<file path="config.mk">
export PLATFORM = sky130hd
export DESIGN_NAME = iob_ram_dp_be_arb
export DESIGN_NICKNAME = d
export VERILOG_FILES = /design/src/rtl/iob_ram_dp_be_arb.sv
export SDC_FILE = /design/constraint.sdc
export NUM_CORES = 1
export LEC_CHECK = 0
export CAP_MARGIN = 10
export CORE_MARGIN = 4
export CORE_UTILIZATION = 36
export DETAILED_ROUTE_END_ITERATION = 10
export GPL_ROUTABILITY_DRIVEN = 0
export GPL_TIMING_DRIVEN = 0
export PLACE_DENSITY = 0.84
export SETUP_SLACK_MARGIN = 0.3
export SLEW_MARGIN = 20
export SYNTH_ARGS = -nofsm -noshare
export SYNTH_HDL_FRONTEND = slang
export SYNTH_SLANG_ARGS = --single-unit
</file>
<file path="constraint.sdc">
create_clock -name clk_i -period 2.6 [get_ports clk_i]
set_input_delay 0.52 -clock clk_i [delete_from_list [all_inputs] [get_ports clk_i]]
set_output_delay 0.52 -clock clk_i [all_outputs]
set_load 0.03 [all_outputs]
</file>
<file path="src/rtl/iob_ram_dp_be_arb.sv">
// Round-robin arbiter sharing one byte-enable RAM port among N_REQ requesters,
// with an optional one-time zero-clear of the whole RAM after reset.
module iob_ram_dp_be_arb #(
  parameter int N_REQ      = 2,
  parameter int ADDR_W     = 10,
  parameter int DATA_W     = 32,
  parameter int INIT_CLEAR = 1
) (
  input  logic                       clk_i,
  input  logic                       arst_n_i,
  input  logic [N_REQ-1:0]           req_valid_i,
  input  logic [N_REQ*ADDR_W-1:0]    req_addr_i,
  input  logic [N_REQ*DATA_W-1:0]    req_wdata_i,
  input  logic [N_REQ*DATA_W/8-1:0]  req_wstrb_i,
  output logic [N_REQ-1:0]           req_ready_o,
  output logic [N_REQ-1:0]           req_rvalid_o,
  output logic [DATA_W-1:0]          req_rdata_o,
  output logic                       init_done_o,
  output logic                       ram_en_o,
  output logic [DATA_W/8-1:0]        ram_we_o,
  output logic [ADDR_W-1:0]          ram_addr_o,
  output logic [DATA_W-1:0]          ram_d_o,
  input  logic [DATA_W-1:0]          ram_d_i
);

  localparam int STRB_W = DATA_W / 8;
  localparam int IDX_W  = (N_REQ > 1) ? $clog2(N_REQ) : 1;

  typedef enum logic {
    ST_CLEAR = 1'b0,
    ST_RUN   = 1'b1
  } state_t;

  localparam state_t RESET_STATE = (INIT_CLEAR != 0) ? ST_CLEAR : ST_RUN;

  state_t             state_r;
  state_t             stateNext_s;
  logic               live_r;
  logic [ADDR_W-1:0]  clrCnt_r;
  logic [IDX_W-1:0]   ptr_r;
  logic [IDX_W-1:0]   winner_s;
  logic [IDX_W-1:0]   nextPtr_s;
  logic               found_s;
  logic               grant_s;
  logic [STRB_W-1:0]  winStrb_s;
  logic               pend_r;
  logic [IDX_W-1:0]   pendIdx_r;
  logic [DATA_W-1:0]  rdataHold_r;

  // Round-robin winner search: first valid requester starting at ptr_r.
  always_comb begin
    int         cand;
    logic [IDX_W-1:0] candIdx;
    found_s  = 1'b0;
    winner_s = '0;
    cand     = 0;
    candIdx  = '0;
    for (int k = 0; k < N_REQ; k++) begin
      cand    = (int'(ptr_r) + k) % N_REQ;
      candIdx = IDX_W'(cand);
      if (!found_s && req_valid_i[candIdx]) begin
        found_s  = 1'b1;
        winner_s = candIdx;
      end else begin
        found_s  = found_s;
      end
    end
  end

  // RAM port mux (clear engine or granted requester) and next-state logic.
  always_comb begin
    req_ready_o = '0;
    ram_en_o    = 1'b0;
    ram_we_o    = '0;
    ram_addr_o  = '0;
    ram_d_o     = '0;
    grant_s     = 1'b0;
    stateNext_s = state_r;
    winStrb_s   = req_wstrb_i[winner_s*STRB_W +: STRB_W];
    if (live_r) begin
      case (state_r)
        ST_CLEAR: begin
          ram_en_o   = 1'b1;
          ram_we_o   = '1;
          ram_addr_o = clrCnt_r;
          ram_d_o    = '0;
          if (clrCnt_r == {ADDR_W{1'b1}}) begin
            stateNext_s = ST_RUN;
          end else begin
            stateNext_s = ST_CLEAR;
          end
        end
        ST_RUN: begin
          if (found_s) begin
            grant_s               = 1'b1;
            req_ready_o[winner_s] = 1'b1;
            ram_en_o              = 1'b1;
            ram_we_o              = winStrb_s;
            ram_addr_o            = req_addr_i[winner_s*ADDR_W +: ADDR_W];
            ram_d_o               = req_wdata_i[winner_s*DATA_W +: DATA_W];
          end else begin
            grant_s = 1'b0;
          end
        end
        default: stateNext_s = RESET_STATE;
      endcase
    end else begin
      stateNext_s = state_r;
    end
  end

  // Pointer advance past the winner, wrapping at N_REQ.
  always_comb begin
    if (winner_s == IDX_W'(N_REQ - 1)) begin
      nextPtr_s = '0;
    end else begin
      nextPtr_s = winner_s + IDX_W'(1);
    end
  end

  // State, clear counter and a one-cycle arming flag so nothing drives the RAM during reset.
  always_ff @(posedge clk_i or negedge arst_n_i) begin
    if (!arst_n_i) begin
      state_r  <= RESET_STATE;
      clrCnt_r <= '0;
      live_r   <= 1'b0;
    end else begin
      live_r  <= 1'b1;
      state_r <= stateNext_s;
      if (live_r && (state_r == ST_CLEAR)) begin
        clrCnt_r <= clrCnt_r + ADDR_W'(1);
      end else begin
        clrCnt_r <= clrCnt_r;
      end
    end
  end

  // Arbitration pointer and read-response tracking.
  always_ff @(posedge clk_i or negedge arst_n_i) begin
    if (!arst_n_i) begin
      ptr_r       <= '0;
      pend_r      <= 1'b0;
      pendIdx_r   <= '0;
      rdataHold_r <= '0;
    end else begin
      if (grant_s) begin
        ptr_r <= nextPtr_s;
      end else begin
        ptr_r <= ptr_r;
      end
      pend_r    <= grant_s && (winStrb_s == '0);
      pendIdx_r <= grant_s ? winner_s : pendIdx_r;
      if (pend_r) begin
        rdataHold_r <= ram_d_i;
      end else begin
        rdataHold_r <= rdataHold_r;
      end
    end
  end

  // Read data comes straight from the RAM in the response cycle, held otherwise.
  always_comb begin
    req_rvalid_o = '0;
    if (pend_r) begin
      req_rvalid_o[pendIdx_r] = 1'b1;
      req_rdata_o             = ram_d_i;
    end else begin
      req_rdata_o = rdataHold_r;
    end
  end

  assign init_done_o = (state_r == ST_RUN);

endmodule

</file>
* Word level (Yosys, flattened, before mapping) *
Cells that the tools add are included.

storage, ports and cells
  ROM bits = 0
  output and inout bits = 84
  register bits after elaboration = 47
  memories = 0
  latch bits = 0
  word-level logic and storage cells = 63
  RAM bits = 0
  bits of input ports = 128

cells by class
  reductions and logical operators = 7
  equal/unequal tests = 1
  multipliers = 1
  order comparisons = 6
  bitwise gates (word level) = 1
  mux-type cells = 34
  div/mod/pow operators = 0
  $add $sub $neg = 3
  shift-type cells = 3

operators with widths
  operator               number
  $mux 32                3
  $pmux 32 s2            1
  $shiftx 64x7->32       1
  $mux 10                2
  $pmux 10 s2            1
  $shiftx 20x6->10       1
  $mux 1                 17
  $add 10x1->10 const B  1
  $eq 10x10->1 const B   1
  $lt 1x2->1 const B     4
  $mux 2                 4
  $mux 4                 2
  $pmux 4 s2             1
  $shiftx 8x4->4         1
  $logic_and 1x1->1      5
  $logic_not 4->1        1
  $mul 1x3->4 const B    1
  $add 1x1->1 const B    2
  $demux 1 s1            2
  $ge 1x1->1 const B     2
  $pmux 1 s2             1
  $logic_not 1->1        1
  $not 1->1              1

* Longest topological paths before layout *
Gate-level depths: netlist of the first run.

  depth in word-level cells = 13
  mapped depth = 6
  gate-level depth less buffers = 5

* Least setup slack after synthesis of the first run *
No wires, ideal clock.

  kind = reg2out
  from = reg state_r, in the netlist init_done_o
  to = out ram_addr_o[2]
  cell stages (with the launch flop) = 5
  data arrival time = 1.797 ns
  data required time = 2.080 ns
  buffers on the path = 2
  slack = 0.283 ns
  path through = dfrtp_1 -> buf_2 -> o211ai_2 -> clkbuf_1 -> o21ai_0

between the ends
  cells in the longest elaborated chain, start to end = 3

ends and longest elaborated chain
  element                 line  text
  from (decl)             36    state_t state_r;
  from (signal assigned)  129   state_r <= stateNext_s;
  $not 1->1               --
  $pmux 10 s2 (*)         81    case (state_r)
  $mux 10 (*)             80    if (live_r) begin
  to (decl)               21    output logic [ADDR_W-1:0] ram_addr_o,

Mark *: on every way between the ends. The rest lies on a longest branch, timed or not.

* Worst setup path in the final report of the first run *
  from = reg ptr_r
  to = out ram_d_o[9]

between the ends
  cells in the longest elaborated chain, start to end = 10
  elaborated cells on any way between the ends = 15
  those cells by class = add/sub (1); shift (1); mux (11); reduce/logical (2)

ends and longest elaborated chain
  element                                    line  text
  from (decl)                                40    logic [IDX_W-1:0] ptr_r;
  from (signal assigned)                     147   ptr_r <= nextPtr_s;
  from (signal assigned)                     149   ptr_r <= ptr_r;
  $mux 1 (not written as such) (2 in a row)  61    if (!found_s && req_valid_i[candIdx]) begin
  $mux 1                                     61
  $logic_not 1->1                            61
  $logic_and 1x1->1                          61
  $mux 1                                     61
  $shiftx 64x7->32                           100   ram_d_o = req_wdata_i[winner_s*DATA_W +: DATA_W];
  $mux 32 (*)                                94    if (found_s) begin
  $pmux 32 s2 (*)                            81
  $mux 32 (*)                                80
  to (decl)                                  22    output logic [DATA_W-1:0] ram_d_o,

Mark *: on every way between the ends. The rest lies on a longest branch, timed or not. The select of a mux whose other input is x is not followed.

==> impl_metrics.py, run 1 <==
metrics = {
    "status": {
        "status": "finished, final reports clean",
    },
    "yosys": {
        "postSynthRegisterBits": 47,
        "synth_warnings": 0,
        "synthDistinctLibCells": 35,
        "netlist_instances": 289,
        "post_synth_instance_area_um2": 2670,
        "postSynthNetCount": 418,
        "avgSynthCellArea_um2": 9.25,
        "seq_area_frac_synth_pct": 44.0,
    },
    "cells_and_area": {
        "syn2layout_area_growth_pct": 83.9,
        "final_net_count": 638,
        "layout.cells.non_filler": 609,
        "num_antenna_cells": 0,
        "drive_above_1_share_pct": 27.6,
        "final_non_filler_cell_area_um2": 4920,
    },
    "global_routing": {
        "antenna_found_initial": 0,
        "gr-usage-met2_pct": 37.4,
        "groute.usage.overall_pct": 20.5,
        "global_route_wire_length_before_repair_mm": 14.4,
        "met1_usage_pct": 24.7,
        "grt_start_max_net_pins": 28,
        "grt.met3_usage_pct": 3.45,
        "globalRouteOverflowTotal": 0,
        "busiest_layer": "met2",
        "grt_pass1_vias": 2970,
    },
    "cts": {
        "tritoncts.num_buffers": 5,
        "clkSlewWorstSetupHoldPaths_ps": 80,
        "cts_max_level": 2,
        "postCtsHoldBufs": 0,
        "tritoncts": "yes",
        "cts.root.buffer_cell": "clkbuf_8",
        "clk_latency_ps": 300,
        "cts_sinks": 47,
        "max-clock-path-buffers": 2,
    },
    "sta": {
        "timing.final.max_slew_violations": 0,
        "finalSetupViolCount": 0,
        "slew_headroom_pct": 57.6,
        "timing_hold_violations_final": 0,
        "setup_repair_after_global_routing_missed_its_margin": "yes",
        "hold_slack_ps": 233,
        "achievable-frequency_ghz": 0.447,
        "final.period_utilization_pct": 86.1,
        "finalWorstPathRequiredPeriod_ps": 2240,
        "worst_pin_slew_ps": 636,
        "final.setup_skew_ps": 8.15,
    },
    "setup_path": {
        "worstPathRequired_ps": 2080,
        "crit_type": "reg -> out",
        "kind_of_capture_point_of_the_worst_setup_path": "primary output",
        "start_kind": "flop",
        "worst-path-max-fanout": 10,
        "timing.critical_path.arrival_ps": 1720,
    },
    "placed_design": {
        "dp_hpwl_mm": 7.80,
        "io_buffers": 210,
        "dp.cells": 599,
        "placedInstanceArea_um2": 4920,
    },
    "run": {
        "drv.max_cap_violation_count": 0,
    },
    "drt": {
        "routed_wl_mm": 9.41,
        "wl_per_cell_um": 15.4,
        "vias": 2904,
        "detail_route.vias_per_cell": 4.77,
        "antenna_violating_nets_post_route": 0,
        "drcViolationCount": 0,
        "dr.pass1.iters": 6,
        "initialDrtViolationCount": 114,
    },
    "power": {
        "leakage_power_nw": 2.51,
        "power.density_nw_per_um2": 392,
        "vdd.ir_drop.worst_mv": 0.346,
    },
    "floorplanning": {
        "core-area_um2": 7250,
        "floorplan.io_pins": 212,
        "die_height_um": 94.2,
        "die-width_um": 94.2,
        "rows": 31,
        "initial_utilization_pct": 36.9,
        "die_area_um2": 8870,
    },
    "worst_hold_path": {
        "holdCritPathClass": "in -> async",
    },
}
## worst paths after layout
kind / startpoint / end / slack, ps / depth (start not counted)
max in group asynchronous: arst_n_i / rdataHold_r[25] / 1840 / 2
setup / recovery: ptr_r / ram_d_o[9] / 360 / 7
hold reg to reg: rdataHold_r[5] / rdataHold_r[5] / 500 / 1
hold / removal: arst_n_i / rdataHold_r[9] / 230 / 1
setup reg to reg: init_done_o / clrCnt_r[9] / 1160 / 6
min in group clk_i: rdataHold_r[5] / rdataHold_r[5] / 500 / 1
## routing by layer
layer / wire (µm) / vias up
met3: 534 / 16
met2: 5070 / 119
li1: - / 1416
met1: 3630 / 1353
met4: 171 / 0
met5: 0 / -
## kinds of logic (layout without fill, tap and decap cells)
kind of cell	Yosys count	count (layout)	synth area share (%)
buffers and inverters	25	246	5.62
and+or+nand+nor	108	108	17.2
other	1	1	0.140
muxes	43	43	17.6
DFF	47	47	44.0
xor gates and xnor gates	9	9	2.95
adders and majority gates	1	1	0.468
AOI/OAI and AO/OA	55	55	12.0
## layout make-up
class / count / area, µm²
sequential: 47 / 1180
clock inverter: 2 / 35.0
timing repair buffer: 213 / 1890
tap: 99 / 124
multi-input combinational: 217 / 1400
inverter: 3 / 11.3
clock buffer: 6 / 82.6
fill: 625 / 2330
buffer: 22 / 201
## cells in the mapped netlist (all sizes together)
library cell  number  area share, %
dfrtp             47             44
o31ai              2            1.1
clkbuf             5           0.70
xor2               3           0.98
xnor2              6            2.0
inv                3           0.42
a31oi              4           0.94
a31o               1           0.33
mux2i             10            3.7
a41oi              1           0.33
o211ai             1           0.47
and4               1           0.33
nand4              2           0.70
a21o               1           0.28
a41o               1           0.37
nand2b             1           0.33
and2               2           0.56
buf               17            4.5
ha                 1           0.47
conb               1           0.14
o21ai             11            2.1
a21oi             33            6.2
nand3b             1           0.28
mux2              33             14
nor2               5           0.70
nand2             88             12
nand3              1           0.19
nor2b              2           0.56
and3               5            1.2
## repair_timing
action,CTS,global route
gates resized for setup,308,67
setup endpoints to repair,83,74
setup buffers,1,1
## critical path: stages (launching register included)
cell	delay [ps]
dfrtp_1	390
nand2b_4	170
and2_4	150
buf_6	160
buf_6	150
nand2_1	70
a21oi_1	140
clkbuf_4	210
## state kept, by name (all words and copies together) (netlist names)
signal,cells
rdataHold_r,32
clrCnt_r,10
init_done_o,1
live_r,1
pendIdx_r,1
pend_r,1
ptr_r,1
## placed cells by master, fill, tap and decap left out, types with 2 or more instances in the layout
cell type          n
clkdlybuf4s50_1  125
dlygate4sd2_1     24
a21oi_2            4
o21ai_0           10
buf_6             10
dfrtp_1           47
mux2_2            33
mux2i_1            9
buf_4             25
a21oi_1           29
a31oi_1            4
buf_8              2
xnor2_1            6
nor2_1             5
inv_1              3
nand2_1           87
and3_1             5
clkbuf_2          17
clkbuf_4           5
o31ai_4            2
xor2_1             3
clkbuf_8           6
buf_2             24
## power breakdown
| part | internal (mW) | switching [mW] |
|---|---|---|
| Combinational | 0.304 | 0.228 |
| Sequential | 0.783 | 0.0685 |
| Clock | 0.311 | 0.233 |
| Total | 1.40 | 0.530 |
## through the flow
stage,power (mW),setup TNS (ps),utilization [%],worst slack [ps]
finish,1.93,0,67.8,362
global route,2.03,0,67.8,287
floorplan,1.09,0,-,283
global placement,1.39,-33300,67.6,-585
detailed placement,1.41,-23830,67.9,-607
CTS,1.94,0,67.0,191
Power figures use the tool's default switching activity.
==> inputs of run 2 (changes only) <==
--- a/config.mk
+++ b/config.mk
@@ -17,3 +17,4 @@
 export SYNTH_ARGS = -nofsm -noshare
 export SYNTH_HDL_FRONTEND = slang
 export SYNTH_SLANG_ARGS = --single-unit
+export TNS_END_PERCENT = 1
==> run 2 against run 1 <==
  * Sequential share of layout area decreased by 0.73 points
  * Sequential power about the same
  * Combinational power increased by 2%
  * Via count increased by 0.79%
  * Clock skew about the same
  * Total power increased by 0.46%
  * Register-to-register slack about the same
  * Worst hold slack got worse by 3.0 ps
  * Design area increased by 3.2%
  * Clock-buffer cell count unchanged
  * Clock power about the same
  * Largest power group unchanged
==> impl_metrics.py, run 2 (synthesis gave the netlist of run 1 again) <==
metrics = {
    "cells_and_area": {
        "final_core_utilization_pct": 70.0,
        "layout.filler_cells": 592,
        "multi_input_combinational_cell_area_um2": 1390,
        "layout_common_cells": "clkdlybuf4s50_1, nand2_1, dfrtp_1, mux2_2, buf_4",
        "seq_area_um2": 1180,
        "layout.cells.non_filler": 607,
        "drive_above_1_share_pct": 25.4,
        "biggestRegsByFlops": "rdataHold_r (32), clrCnt_r (10)",
        "largest_register_ffs": 32,
        "most_flop_heavy_register": "rdataHold_r",
        "final_non_filler_cell_area_um2": 5070,
        "final_common_cell": "clkdlybuf4s50_1",
        "num_antenna_cells": 0,
        "final_net_count": 636,
        "syn2layout_area_growth_pct": 89.8,
    },
    "placed_design": {
        "placedInstanceArea_um2": 4920,
        "dp_hpwl_mm": 7.80,
        "dp.cells": 599,
        "io_buffers": 210,
    },
    "cts": {
        "tritoncts": "yes",
        "tritoncts.num_buffers": 5,
        "cts_sinks": 47,
        "cts.root.buffer_cell": "clkbuf_8",
        "clk_latency_ps": 300,
        "clkSlewWorstSetupHoldPaths_ps": 80,
        "cts_max_level": 2,
        "postCtsHoldBufs": 0,
        "max-clock-path-buffers": 2,
    },
    "power": {
        "comb_power_share_pct": 27.8,
        "power_mw": 1.94,
        "cell_internal_pwr_mw": 1.41,
        "power_frac_clock_pct": 28.2,
        "power.net_switching_mw": 0.531,
        "leakage_power_nw": 2.94,
        "p_sw_share_pct": 27.4,
        "power_frac_seq_pct": 44.0,
        "power.density_nw_per_um2": 382,
        "vdd.ir_drop.worst_mv": 0.353,
    },
    "worst_hold_path": {
        "holdCritPathClass": "in -> async",
    },
    "setup_path": {
        "timing.critical_path.arrival_ps": 1870,
        "worst_path_max_delay_cell": "clkdlybuf4s15_1",
        "critical-path-max-stage-delay_ps": 400,
        "rrSetupSlack_ps": 1170,
        "crit_type": "reg -> out",
        "start_kind": "flop",
        "worst-path-max-fanout": 10,
        "kind_of_capture_point_of_the_worst_setup_path": "primary output",
        "cp-startpoint": "init_done_o",
        "worstReg2RegEnd": "clrCnt_r[9]",
        "critical_path.most_common_cell": "buf_4",
        "critical_path.cell_chain": "clkbuf_4 > nor2b_2 > buf_4 > buf_4 > nand2_1 > o21ai_0 > clkdlybuf4s15_1",
        "worst-r2r-cell-count": 6,
        "worstPathRequired_ps": 2080,
        "worstReg2RegStart": "init_done_o",
        "worstSetupEndpoint": "ram_addr_o[6]",
    },
    "sta": {
        "finalWorstPathRequiredPeriod_ps": 2390,
        "final.period_utilization_pct": 91.8,
        "fin_tns_setup_ps": 0,
        "finalSetupViolCount": 0,
        "final.setup_skew_ps": 8.37,
        "timing.final.max_slew_violations": 0,
        "slew_headroom_pct": 58.0,
        "achievable-frequency_ghz": 0.419,
        "worst_pin_slew_ps": 630,
        "setup_repair_after_global_routing_missed_its_margin": "yes",
        "timing_hold_violations_final": 0,
    },
    "global_routing": {
        "global_route_wire_length_before_repair_mm": 14.5,
        "grt_pass1_vias": 2978,
        "antenna_found_initial": 0,
        "globalRouteOverflowTotal": 0,
        "groute.usage.overall_pct": 20.7,
        "grt_start_max_net_pins": 28,
    },
    "drt": {
        "dr.pass1.iters": 4,
        "vias": 2927,
        "routed_wl_mm": 9.76,
        "wl_per_cell_um": 16.1,
        "drcViolationCount": 0,
        "detail_route.vias_per_cell": 4.82,
        "antenna_violating_nets_post_route": 0,
        "initialDrtViolationCount": 122,
    },
    "floorplanning": {
        "die_height_um": 94.2,
        "initial_utilization_pct": 36.9,
        "rows": 31,
        "floorplan.io_pins": 212,
        "die_area_um2": 8870,
        "die-width_um": 94.2,
        "core-area_um2": 7250,
    },
    "status": {
        "status": "finished, final reports clean",
    },
    "run": {
        "drv.max_cap_violation_count": 0,
    },
}
run 2: changes by cell type in the layout (fill, tap and decap cells not counted), sizes merged:
cell           change
buf               -11
clkdlybuf4s15      +1
dlymetal6s2s      +30
clkbuf             +1
dlygate4sd2       -23
run 2: cell type report:
class                      count  share of cell area, %
clock buffer                   6                   1.63
multi-input combinational    217                   27.4
buffer                        22                   4.17
tap                           99                   2.44
clock inverter                 2                  0.691
sequential                    47                   23.2
inverter                       3                  0.222
timing repair buffer         211                   40.2
run 2: metrics by stage:
step | hold WS (ps) | worst slack (ps)
2_1_floorplan | 224 | 283
3_3_place_gp | 478 | -585
3_5_place_dp | 486 | -607
4_1_cts | 241 | 65.5
5_1_grt | 277 | 65.5
6_report | 230 | 213
run 2: routing by layer:
metal	wire (µm)	vias up	share of wire, %	GRT usage [%]
met5	0	-	0	0
met4	178	0	1.8	4.93
met3	545	16	5.6	3.85
met2	5290	117	54	37.8
met1	3750	1383	38	24.8
li1	-	1411	-	-
run 2: what timing repair did:
| item | CTS | global route |
|---|---|---|
| endpoints found under the setup margin | 83 | 83 |
| pin swaps | 0 | 2 |
| setup buffers | 0 | 0 |
| hold endpoints to repair | 0 | 0 |
| gates resized for setup | 90 | 259 |
run 2: worst max-delay path, delay by kind of cell, from the launching register on:
family                 cells  cell delay (ps)
DFF                        1              380
and+or+nand+nor            2              180
buffers and inverters      4              950
AOI/OAI and AO/OA          1               70
run 2: worst min path at each step:
stage                          from              end  slack (ps)  cells after the start
finish                     arst_n_i  rdataHold_r[10]         230                      1
global route               arst_n_i  rdataHold_r[10]         280                      1
floorplan                  arst_n_i      clrCnt_r[0]         220                      0
detailed placement  rdataHold_r[30]  rdataHold_r[30]         490                      1
global placement     rdataHold_r[6]   rdataHold_r[6]         480                      1
CTS                        arst_n_i   rdataHold_r[9]         240                      1
run 2: power groups by stage:
stage	logic (mW)	clock network (mW)	registers [mW]
after floorplan	0.241	0	0.846
after global placement	0.530	0	0.859
after detailed placement	0.546	0	0.862
after CTS	0.526	0.559	0.850
after global routing	0.592	0.586	0.862
final	0.539	0.546	0.851
